$ cat config.mk
export PLATFORM = sky130hd
export DESIGN_NAME = method_port_driver
export DESIGN_NICKNAME = d
export VERILOG_FILES = /design/src/rtl/method_port_driver.sv
export SDC_FILE = /design/constraint.sdc
export NUM_CORES = 1
export LEC_CHECK = 0
export BUFFER_PORTS_ARGS = -buffer_cell sky130_fd_sc_hd__buf_2
export CORE_MARGIN = 2
export CORE_UTILIZATION = 53
export DETAILED_ROUTE_END_ITERATION = 7
export HOLD_SLACK_MARGIN = 0.05
export PLACE_DENSITY = 0.8
export SYNTH_ARGS = -nofsm -noshare
export SYNTH_HDL_FRONTEND = slang
export SYNTH_SLANG_ARGS = --single-unit
$ cat constraint.sdc
create_clock -name CLK -period 3 [get_ports CLK]
set_clock_uncertainty 0.15 [all_clocks]
set_input_delay 0.3 -clock CLK [delete_from_list [all_inputs] [get_ports CLK]]
set_output_delay 0.3 -clock CLK [all_outputs]
set_load 0.005 [all_outputs]
$ cat src/rtl/method_port_driver.sv
// -----------------------------------------------------------------------------
// method_port_driver
//
// Initiator for blocks that expose a start/result/check method-port interface.
// Once started by a go pulse, it runs num_txn transactions with no external
// stimulus. Each transaction does the following:
//   - drives two LFSR-generated operands on start;
//   - waits for the result and compares it against a+b+(a^b) mod 2^W;
//   - hands the sampled result back through check and expects (result ^ d) = 0.
// Every mismatch adds one to a saturating error counter.
//
// Optional feature macro: METHOD_DRV_WATCHDOG_EN
//   When defined, each wait on an RDY_* input is bounded by TIMEOUT cycles.
//   An expired wait sets the sticky timed_out flag, counts one error and ends
//   the run. When undefined, timed_out is tied low and waits are unbounded.
//
// Parameters
//   W        operand/result width (LFSR tap table covers 2..16, 24, 32)
//   CW       transaction and error counter width
//   TIMEOUT  watchdog limit in cycles (present only with the macro defined)
//   SEED     LFSR seed; the low W bits are used and a zero seed becomes 1
//
// Ports
//   CLK, RST            clock, asynchronous active-high reset
//   go, num_txn         run request and transaction count (0 = finish at once)
//   start_a, start_b    start method arguments; EN_start qualified by RDY_start
//   result_c, result    result method argument and returned value, RDY_result
//   check_d, check      check method argument and returned value;
//                       EN_check qualified by RDY_check
//   busy, done          run in progress / one-cycle end-of-run pulse
//   err_count           mismatches in the last run (saturating)
//   timed_out           sticky watchdog flag
// -----------------------------------------------------------------------------
module method_port_driver #(
   parameter int W = 8,
   parameter int CW = 16,
`ifdef METHOD_DRV_WATCHDOG_EN
   parameter int TIMEOUT = 255,
`endif
   parameter logic [W-1:0] SEED = W'(8'hA5)
) (
   input  logic          CLK,
   input  logic          RST,
   input  logic          go,
   input  logic [CW-1:0] num_txn,
   output logic [W-1:0]  start_a,
   output logic [W-1:0]  start_b,
   input  logic          RDY_start,
   output logic          EN_start,
   output logic [W-1:0]  result_c,
   input  logic [W-1:0]  result,
   input  logic          RDY_result,
   output logic [W-1:0]  check_d,
   input  logic          RDY_check,
   output logic          EN_check,
   input  logic [W-1:0]  check,
   output logic          busy,
   output logic          done,
   output logic [CW-1:0] err_count,
   output logic          timed_out
);

   typedef enum logic [2:0] {
      IDLE,
      START,
      RES,
      CHK,
      NEXT,
      FIN
   } state_t;

   // Tap masks for a left-shifting Fibonacci LFSR. Bit t-1 is set for each
   // polynomial tap t. Every listed set gives a maximal-length sequence, so
   // the register never reaches zero from a non-zero seed.
   function automatic logic [W-1:0] tapMask();
      logic [31:0] m;
      case (W)
         2:       m = 32'h0000_0003;
         3:       m = 32'h0000_0006;
         4:       m = 32'h0000_000C;
         5:       m = 32'h0000_0014;
         6:       m = 32'h0000_0030;
         7:       m = 32'h0000_0060;
         8:       m = 32'h0000_00B8;
         9:       m = 32'h0000_0110;
         10:      m = 32'h0000_0240;
         11:      m = 32'h0000_0500;
         12:      m = 32'h0000_0829;
         13:      m = 32'h0000_100D;
         14:      m = 32'h0000_2015;
         15:      m = 32'h0000_6000;
         16:      m = 32'h0000_D008;
         24:      m = 32'h00E1_0000;
         32:      m = 32'h8020_0003;
         default: m = 32'h0000_0003 << (W - 2);
      endcase
      return m[W-1:0];
   endfunction

   localparam logic [W-1:0] Taps     = tapMask();
   localparam logic [W-1:0] SeedInit = (SEED == '0) ? W'(1) : SEED;

   // One LFSR step: shift left and feed back the parity of the tapped bits.
   function automatic logic [W-1:0] lfsrStep(input logic [W-1:0] s);
      return {s[W-2:0], ^(s & Taps)};
   endfunction

   state_t        state;
   state_t        nextState;
   logic [W-1:0]  lfsr;
   logic [W-1:0]  lfsrNext;
   logic [CW-1:0] txnCnt;
   logic [W-1:0]  regA;
   logic [W-1:0]  regB;
   logic [W-1:0]  resSample;
   logic [CW-1:0] errCnt;
   logic [W-1:0]  expResult;
   logic [W-1:0]  expCheck;
   logic          resMiss;
   logic          chkMiss;
   logic          bumpErr;
   logic          wdFire;

   assign lfsrNext  = lfsrStep(lfsr);
   assign err_count = errCnt;

`ifdef METHOD_DRV_WATCHDOG_EN
   localparam int TW = $clog2(TIMEOUT + 1);

   logic [TW-1:0] wdCnt;
   logic          timedOut;
   logic          waiting;

   // The watchdog only runs in the three states that wait on an RDY_* input.
   // It fires on the TIMEOUT-th consecutive cycle of waiting.
   always_comb begin
      waiting = ((state == START) && !RDY_start)  ||
                ((state == RES)   && !RDY_result) ||
                ((state == CHK)   && !RDY_check);
   end

   assign wdFire    = waiting && (wdCnt == TW'(TIMEOUT - 1));
   assign timed_out = timedOut;

   // The counter restarts after every handshake or state change. The sticky
   // flag is cleared only by reset or by the go that launches the next run.
   always_ff @(posedge CLK or posedge RST) begin
      if (RST) begin
         wdCnt    <= '0;
         timedOut <= 1'b0;
      end else begin
         if (waiting && !wdFire) begin
            wdCnt <= wdCnt + TW'(1);
         end else begin
            wdCnt <= '0;
         end
         if (wdFire) begin
            timedOut <= 1'b1;
         end else if ((state == IDLE) && go) begin
            timedOut <= 1'b0;
         end
      end
   end
`else
   assign wdFire    = 1'b0;
   assign timed_out = 1'b0;
`endif

   // State register. Reset is asynchronous, so the EN_* strobes (decoded from
   // state below) fall as soon as RST rises.
   always_ff @(posedge CLK or posedge RST) begin
      if (RST) begin
         state <= IDLE;
      end else begin
         state <= nextState;
      end
   end

   // Next-state and method-port outputs. Arguments are driven only in their
   // own state, and each EN_* is the matching RDY_* gated by that state. This
   // way, a strobe can never appear outside its phase or without ready.
   always_comb begin
      nextState = state;
      start_a   = '0;
      start_b   = '0;
      EN_start  = 1'b0;
      result_c  = '0;
      check_d   = '0;
      EN_check  = 1'b0;
      busy      = 1'b0;
      done      = 1'b0;
      case (state)
         IDLE: begin
            if (go) begin
               nextState = (num_txn != '0) ? START : FIN;
            end
         end
         START: begin
            busy     = 1'b1;
            start_a  = lfsr;
            start_b  = lfsrNext;
            EN_start = RDY_start;
            if (RDY_start) begin
               nextState = RES;
            end else if (wdFire) begin
               nextState = FIN;
            end
         end
         RES: begin
            busy     = 1'b1;
            result_c = regA ^ regB;
            if (RDY_result) begin
               nextState = CHK;
            end else if (wdFire) begin
               nextState = FIN;
            end
         end
         CHK: begin
            busy     = 1'b1;
            check_d  = resSample;
            EN_check = RDY_check;
            if (RDY_check) begin
               nextState = NEXT;
            end else if (wdFire) begin
               nextState = FIN;
            end
         end
         NEXT: begin
            busy      = 1'b1;
            nextState = (txnCnt == CW'(1)) ? FIN : START;
         end
         FIN: begin
            done      = 1'b1;
            nextState = IDLE;
         end
         default: begin
            nextState = IDLE;
         end
      endcase
   end

   // Golden model. The result must equal a+b+c with c = a^b. The check
   // method is handed back the sampled result, so a correct block returns
   // result ^ d, which is zero.
   always_comb begin
      expResult = regA + regB + (regA ^ regB);
      expCheck  = resSample ^ check_d;
      resMiss   = (state == RES) && RDY_result && (result != expResult);
      chkMiss   = (state == CHK) && RDY_check && (check != expCheck);
      bumpErr   = resMiss || chkMiss || wdFire;
   end

   // Transaction datapath. The operands are latched at the start handshake,
   // so result_c stays stable while the result is outstanding. The LFSR moves
   // two steps per transaction, so consecutive operand pairs never overlap.
   always_ff @(posedge CLK or posedge RST) begin
      if (RST) begin
         lfsr      <= SeedInit;
         txnCnt    <= '0;
         regA      <= '0;
         regB      <= '0;
         resSample <= '0;
      end else begin
         case (state)
            IDLE: begin
               if (go) begin
                  txnCnt <= num_txn;
               end
            end
            START: begin
               if (RDY_start) begin
                  regA <= lfsr;
                  regB <= lfsrNext;
               end
            end
            RES: begin
               if (RDY_result) begin
                  resSample <= result;
               end
            end
            NEXT: begin
               lfsr   <= lfsrStep(lfsrNext);
               txnCnt <= txnCnt - CW'(1);
            end
            default: begin
            end
         endcase
      end
   end

   // Error counter. It is cleared by the go that starts a run, including a
   // zero-length run. At most one event can occur per cycle, because a
   // mismatch needs ready and the watchdog needs its absence. The counter
   // stops at all-ones instead of wrapping.
   always_ff @(posedge CLK or posedge RST) begin
      if (RST) begin
         errCnt <= '0;
      end else if ((state == IDLE) && go) begin
         errCnt <= '0;
      end else if (bumpErr && (errCnt != '1)) begin
         errCnt <= errCnt + CW'(1);
      end
   end

endmodule
==> results of run 1 <==
[per-layer routing]
layer / part of all wire [%] / up-vias / wire [um] / GRT usage [%]
li1: - / 1526 / - / -
met1: 45 / 1453 / 3590 / 33.1
met2: 47 / 99 / 3820 / 36.6
met3: 6.5 / 13 / 525 / 3.99
met4: 1.5 / 0 / 123 / 8.51
met5: 0 / - / 0 / 0
[final cells by class]
cell class	count	area share, %
Multi-Input combinational cell	279	43.0
Clock inverter	4	1.12
Inverter	16	1.42
Sequential cell	60	35.6
Clock buffer	12	3.66
Timing Repair Buffer	102	12.9
Tap cell	77	2.28
[stage by stage]
stage	utilization (%)	instances	hold slack (ns)
3_3_place_gp	62.8	532	0.323
3_5_place_dp	62.8	532	0.325
5_1_grt	66.3	550	0.0634
6_report	66.3	550	0.0547
2_1_floorplan	-	380	0.281
4_1_cts	66.3	550	0.0514
[path summary, 6_finish.rpt]
path | end | from | depth (start not counted)
min in group asynchronous | err_count[1] | RST | 4
max in group asynchronous | err_count[14] | RST | 4
setup reg to reg | err_count[5] | err_count[0] | 7
hold / removal | txnCnt[6] | num_txn[6] | 3
hold reg to reg | lfsr[7] | lfsr[7] | 2
setup / recovery | err_count[5] | err_count[0] | 7
[worst max-delay path: stages, from the launching register on]
cell and delay [ns]:
dfrtp_1 0.40, ha_1 0.20, and3_1 0.20, nand3_1 0.14, nor2_2 0.28, and4_1 0.49
nor2_1 0.22, a221o_1 0.36
[cell usage in the layout (no fill, tap or decap), types with 7 or more instances in the layout]
cell,synthesis,layout
a21oi_1,9,9
a211oi_1,7,7
o21ai_0,16,16
a221o_1,8,8
nor3_1,11,10
nand2_1,51,51
mux2_2,10,10
xnor2_1,13,13
inv_1,16,15
nor2_1,21,21
dfrtp_1,56,56
buf_4,9,11
nor4_1,11,11
nand3_1,8,8
ha_1,10,10
and2_1,29,29
clkbuf_8,0,11
buf_2,7,89
[power by group]
part / internal, mW / total [mW] / switching [mW] / leakage [nW]
Sequential: 1.01 / 1.21 / 0.196 / 0.765
Clock: 0.426 / 0.744 / 0.318 / 0.102
Combinational: 0.466 / 1.01 / 0.542 / 1.18
[cells by family (layout without fill, tap and decap cells)]
group	after synthesis	count (layout)
and+or+nand+nor	169	169
AOI/OAI and AO/OA	70	70
muxes	14	14
other	1	1
adders and majority gates	10	10
xor gates and xnor gates	15	15
DFF	60	60
buffers and inverters	41	134
[sequential cells by signal (all words and copies together) (netlist names)]
name and flops:
state 3, regA 8, lfsr 8, txnCnt 16, regB 1, err_count 16
resSample 8
[synth_stat cells, types with 5 or more instances]
cell	n	share of area [%]
dfrtp_1	56	40
nand2_1	51	5.4
and2_1	29	5.2
nor2_1	21	2.2
inv_1	16	1.7
o21ai_0	16	2.3
xnor2_1	13	3.2
nor3_1	11	1.6
nor4_1	11	2.0
ha_1	10	3.6
mux2_2	10	3.2
a21oi_1	9	1.3
buf_4	9	1.9
clkbuf_1	9	0.96
a221o_1	8	2.3
nand3_1	8	1.1
a211oi_1	7	1.5
buf_2	7	1.0
and3_1	6	1.1
a311oi_1	5	1.2
nor3b_1	5	1.1
o31ai_1	5	1.1
[repair_timing]
item | 4_1_cts | 5_1_grt
setup buffers | 0 | 0
endpoints found under the hold margin | 15 | 0
hold buffers | 2 | 0
==> results.yml, run 1 <==
clock_network:
  numCtsBuffers: 9
  path_clk_slew_ns: 0.07
  clock_sinks: 60
  htreeDepth: 3
  ctsResizeCount: 0
  clock_latency_ns: 0.33
  cts_tree: "yes"
  cts.path.max_buffers: 2
  cts_root_buf: "clkbuf_8"
worst_setup_path:
  crit_fanout: 13
  crit_arrival_ns: 2.62
  worst_ep_required_time_ns: 3.07
  critPathKind: "reg -> reg"
  setup.worst_path.end_class: "register"
  start_kind: "register"
  regToRegSetupSlack_ns: 0.45
yosys:
  yosys_register_bits: 60
  synth_warnings: 0
  synth-compound-area-share_pct: 14.2
  yosysSeqAreaShare_pct: 42.8
  synth_top_family_by_area: "simple AND/OR/NAND/NOR gates"
  synth-async-reset-ratio_pct: 100
  synth_cells: 380
  synthFlopType: "dfrtp_1"
  synth-adder-area-share_pct: 3.56
  synth-simple-area-share_pct: 25.7
  syn_nets: 428
  synth_xor_xnor_area_share_pct: 3.73
  postSynthAreaPerCell_um2: 9.26
  synth.distinct_cells: 52
  muxShareOfSynthArea_pct: 4.34
  synth_edf_count: 0
  synth_area_um2: 3520
placement:
  dpl_worst_slack_ns: 0.520
  io_buffer_count: 89
  dpl-instance-area_um2: 4010
  place_congestion: 0.898
  hpwl_um: 5850
final_layout:
  layout-drive-gt1-share_pct: 29.4
  multi_input_area_um2: 1820
  n_antenna_cell: 0
  fin_nets: 516
  seq_area_um2: 1510
  final_area_um2: 4230
  area_growth_pct: 20.3
  nFillCells: 527
timing:
  tightest_slew_ns: 0.763
  setup_tns_ns: 0
  period_needed_ns: 2.55
  slew_violations: 0
  relSlewSlack_pct: 49.1
  period_share_pct: 85.0
  fmax_mhz: 392
  hold_viol: 0
  setup_ws_ns: 0.449
  setup_viol: 0
  rsz0062_at_grt: "no"
power_and_ir_drop:
  power.leakage_nw: 2.05
  p_total_mw: 2.96
  ir_drop_v: 0.000500
  power_density_nw_per_um2: 700
floorplan:
  die_area_um2: 7310
  start_util_pct: 55.1
  die_w_um: 85.5
  row_count: 29
  die_h_um: 85.5
  core_um2: 6390
  ios: 91
global_routing:
  grt-ovfl-total: 0
  track_usage_pct: 23.5
  grt_pass1_vias: 2901
  grt_pass1_wl_um: 13700
  grt_max_degree: 61
  antenna_found_initial: 0
drt:
  first_pass_iters: 5
  vias_per_cell: 5.62
  drt_wl_total_um: 8050
  vias: 3091
  drc: 0
  drt_iter0_markers: 143
  ant_nets: 0
  wl_per_cell_um: 14.6
outcome:
  status: "complete, no violations"
run:
  maxCapViolations: 0
worst_hold_path:
  hold_class: "in -> reg"
No activity file was read; power rests on OpenSTA's default activity.
==> run 2: changes to the inputs <==
--- a/config.mk
+++ b/config.mk
@@ -6,7 +6,6 @@
 export NUM_CORES = 1
 export LEC_CHECK = 0
 export BUFFER_PORTS_ARGS = -buffer_cell sky130_fd_sc_hd__buf_2
-export CORE_MARGIN = 2
 export CORE_UTILIZATION = 53
 export DETAILED_ROUTE_END_ITERATION = 7
 export HOLD_SLACK_MARGIN = 0.05
==> results.yml, run 2 (same netlist as run 1, synthesis figures left out) <==
timing:
  tightest_slew_ns: 0.748
  setup_viol: 0
  slew_violations: 0
  period_share_pct: 85.6
  setup_tns_ns: 0
  fmax_mhz: 389
  relSlewSlack_pct: 50.1
  period_needed_ns: 2.57
  hold_viol: 0
  rsz0062_at_grt: "no"
final_layout:
  final_area_um2: 4260
  area_growth_pct: 21.0
  instances_no_fill: 549
  fin_nets: 515
  final_cell_mix: "89 x buf_2, 56 x dfrtp_1, 51 x nand2_1"
  final_common_cell: "buf_2"
  nFillCells: 528
  n_antenna_cell: 0
  layout-drive-gt1-share_pct: 29.7
clock_network:
  clock_latency_ns: 0.34
  clock_sinks: 60
  path_clk_slew_ns: 0.07
  cts_tree: "yes"
  cts.path.max_buffers: 2
  cts_root_buf: "clkbuf_8"
  htreeDepth: 3
  numCtsBuffers: 9
  post-cts-setup-buffers: 0
drt:
  vias: 3190
  drc: 0
  drt_iter0_markers: 164
  vias_per_cell: 5.81
  first_pass_iters: 4
  wl_per_cell_um: 15.1
  ant_nets: 0
  drt_wl_total_um: 8320
global_routing:
  grt-ovfl-total: 0
  grt_pass1_wl_um: 14100
  antenna_found_initial: 0
  grt_max_degree: 61
  track_usage_pct: 25.2
  grt_pass1_vias: 3012
worst_hold_path:
  hold_class: "in -> async"
worst_setup_path:
  crit_chain: "ha_1 > and3_1 > nand3_1 > nor2_2 > and4_1 > nor2_1 > a221o_1"
  crit_arrival_ns: 2.64
  cpMaxStageDelayCell: "and4_1"
  critPathTopFamily: "simple AND/OR/NAND/NOR gates"
  start_kind: "register"
  critPathKind: "reg -> reg"
  worst_ep_required_time_ns: 3.07
  crit_buf_inv: 0
  slowest_delay_ns: 0.51
  crit_fanout: 13
  setup.worst_path.end_class: "register"
floorplan:
  die_w_um: 83.5
  start_util_pct: 55.1
  die_h_um: 83.5
  die_area_um2: 6970
  ios: 91
  row_count: 29
  core_um2: 6390
placement:
  dpl-instance-area_um2: 4010
  place_congestion: 0.858
  place_inst: 532
  hpwl_um: 6030
  io_buffer_count: 89
outcome:
  status: "complete, no violations"
power_and_ir_drop:
  power_density_nw_per_um2: 725
  ir_drop_v: 0.000543
  power.leakage_nw: 2.06
run:
  maxCapViolations: 0
-- run 2: worst register-to-register path: stages (launching register included) --
cell and delay, ns:
dfrtp_1 0.40, ha_1 0.21, and3_1 0.19, nand3_1 0.14
nor2_2 0.26, and4_1 0.51, nor2_1 0.23, a221o_1 0.37
-- run 2: final cells by class --
| class | instances | area, um^2 | area share [%] |
|---|---|---|---|
| multi-input cells | 279 | 1820 | 42.8 |
| well taps | 77 | 96.3 | 2.26 |
| clock buffers | 12 | 165 | 3.88 |
| inverters | 16 | 60.1 | 1.41 |
| repair buffers | 101 | 538 | 12.6 |
| clock inverters | 4 | 70.1 | 1.65 |
| flip-flops and latches | 60 | 1510 | 35.4 |
-- run 2: per-layer routing --
| metal | global-route usage (%) | share of wire (%) |
|---|---|---|
| met5 | 0 | 0 |
| met4 | 11.4 | 2.1 |
| met3 | 4.45 | 6.1 |
| met2 | 40.8 | 48 |
| met1 | 33.1 | 44 |
-- run 2: where the power goes --
part	total, mW	internal [mW]	switching [mW]
clock network	0.850	0.533	0.317
logic	1.03	0.465	0.562
registers	1.21	1.01	0.194
total	3.08	2.01	1.07
-- run 2: path summary, 6_finish.rpt --
path,slack [ns],start,cells after the start,endpoint
max in group asynchronous,2.18,RST,3,txnCnt[6]
worst min register to register,0.33,lfsr[0],2,lfsr[2]
worst min-delay path,0.02,RST,3,err_count[2]
min in group CLK,0.06,num_txn[14],2,txnCnt[14]
worst max-delay path,0.43,err_count[1],7,err_count[7]
worst max register to register,0.43,err_count[1],7,err_count[7]
-- run 2: through the flow --
stage               power [mW]  setup WS, ns  util (%)  hold WS (ns)
floorplan                 1.89         0.803         -         0.281
global placement          2.18         0.585      62.8         0.327
detailed placement        2.24         0.499      62.8         0.330
CTS                       3.10         0.476      66.7        0.0515
global route              3.31         0.265      66.7        0.0726
finish                    3.08         0.433      66.7        0.0215
-- run 2: what timing repair did --
item / in CTS / in global routing
hold buffers: 1 / 0
setup endpoints to repair: 0 / 0
resized for setup: 0 / 0
endpoints found under the hold margin: 1 / 0
==> run 3: changes to the inputs <==
==> constraint.sdc (replaced) <==
create_clock -name CLK -period 3 [get_ports CLK]
set_clock_uncertainty 0.15 [all_clocks]
set_input_delay 0.3 -clock CLK [delete_from_list [all_inputs] [get_ports CLK]]
set_output_delay 0.3 -clock CLK [all_outputs]
set_load 0.01 [all_outputs]
==> results.yml, run 3 (same netlist as run 1, synthesis figures left out) <==
timing:
  slew_violations: 0
  setup_tns_ns: 0
  hold_viol: 0
  period_share_pct: 85.2
  fmax_mhz: 391
  setup_viol: 0
  relSlewSlack_pct: 50.0
  rsz0062_at_grt: "no"
  tightest_slew_ns: 0.750
  period_needed_ns: 2.56
global_routing:
  antenna_found_initial: 0
  grtUsageMet3_pct: 4.55
  grt-ovfl-total: 0
  track_usage_pct: 25.8
  grt_pass1_wl_um: 14300
  grt.busiest_layer: "met2"
  grt_max_degree: 61
  met1_usage_pct: 34.0
  grt_pass1_vias: 3000
  use_met2_pct: 42.6
clock_network:
  post-cts-setup-buffers: 0
  path_clk_slew_ns: 0.07
  cts_root_buf: "clkbuf_8"
  cts_tree: "yes"
  numCtsBuffers: 9
  cts.path.max_buffers: 2
  htreeDepth: 3
  clock_sinks: 60
  clock_latency_ns: 0.35
worst_setup_path:
  crit_buf_inv: 0
  critPathTopFamily: "simple AND/OR/NAND/NOR gates"
  worst_ep_required_time_ns: 3.09
  slowest_delay_ns: 0.49
  crit_fanout: 13
  crit_chain: "ha_1 > and3_1 > nand3_1 > nor2_2 > and4_1 > nor2_1 > a221o_1"
  crit_arrival_ns: 2.65
  critPathKind: "reg -> reg"
  start_kind: "register"
  cpMaxStageDelayCell: "and4_1"
  setup.worst_path.end_class: "register"
floorplan:
  ios: 91
  core_um2: 6390
  die_h_um: 83.5
  die_area_um2: 6970
  row_count: 29
  die_w_um: 83.5
  start_util_pct: 55.1
final_layout:
  fin_util_pct: 66.6
  nFillCells: 543
  final_common_cell: "buf_2"
  layout-drive-gt1-share_pct: 29.3
  final_cell_mix: "89 x buf_2, 56 x dfrtp_1, 51 x nand2_1"
  fin_nets: 518
  final_area_um2: 4250
  n_antenna_cell: 0
  area_growth_pct: 20.9
drt:
  first_pass_iters: 5
  drc: 0
  vias: 3168
  drt_iter0_markers: 159
  vias_per_cell: 5.74
  drt_wl_total_um: 8480
  ant_nets: 0
  wl_per_cell_um: 15.4
outcome:
  status: "complete, no violations"
power_and_ir_drop:
  ir_drop_v: 0.000417
  power_density_nw_per_um2: 708
  power.leakage_nw: 2.06
placement:
  io_buffer_count: 89
  dpl-instance-area_um2: 4010
  hpwl_um: 6130
  place_congestion: 0.857
worst_hold_path:
  hold_class: "in -> reg"
run:
  maxCapViolations: 0
## run 3: final timing paths
path	start	endpoint	slack, ns	cells after the start
min in group asynchronous	RST	resSample[1]	0.56	4
setup reg to reg	err_count[0]	err_count[7]	0.44	7
hold / removal	num_txn[6]	txnCnt[6]	0.06	3
hold reg to reg	lfsr[7]	lfsr[7]	0.33	2
setup / recovery	err_count[0]	err_count[7]	0.44	7
max in group asynchronous	RST	txnCnt[9]	1.64	4
## run 3: cell type report
class                   count  area, um^2  area share (%)
multi-input cells         279        1820            42.8
inverters                  16        60.1            1.41
clock inverters             4        47.5            1.12
clock buffers              12         155            3.65
flip-flops and latches     60        1510            35.4
well taps                  77        96.3            2.26
repair buffers            104         568            13.4
## run 3: what timing repair did
| action | CTS | global route |
|---|---|---|
| gates resized for setup | 0 | 0 |
| endpoints found under the hold margin | 33 | 0 |
| hold buffers | 4 | 0 |
## run 3: power breakdown
group | total (mW) | leakage (nW) | switching [mW] | internal, mW
Clock | 0.751 | 0.102 | 0.325 | 0.426
Combinational | 1.05 | 1.19 | 0.582 | 0.469
Sequential | 1.21 | 0.765 | 0.197 | 1.01
## run 3: layer usage
layer	routed length [um]	up-vias
met3	480	19
met5	0	-
met4	177	0
met2	4150	109
li1	-	1530
met1	3670	1510
## run 3: through the flow
| stage | cells | setup WS [ns] | hold slack, ns | total power, mW |
|---|---|---|---|---|
| detailed placement | 532 | 0.500 | 0.327 | 2.26 |
| global route | 552 | 0.236 | 0.0744 | 3.22 |
| CTS | 552 | 0.469 | 0.0571 | 3.01 |
| finish | 552 | 0.443 | 0.0551 | 3.01 |
| floorplan | 380 | 0.760 | 0.281 | 1.92 |
| global placement | 532 | 0.584 | 0.325 | 2.20 |
## run 3: worst reg2reg max path: stages, from the launching register on
cell and delay [ns]:
dfrtp_1 0.40, ha_1 0.20, and3_1 0.19, nand3_1 0.14, nor2_2 0.28, and4_1 0.49, nor2_1 0.22, a221o_1 0.37
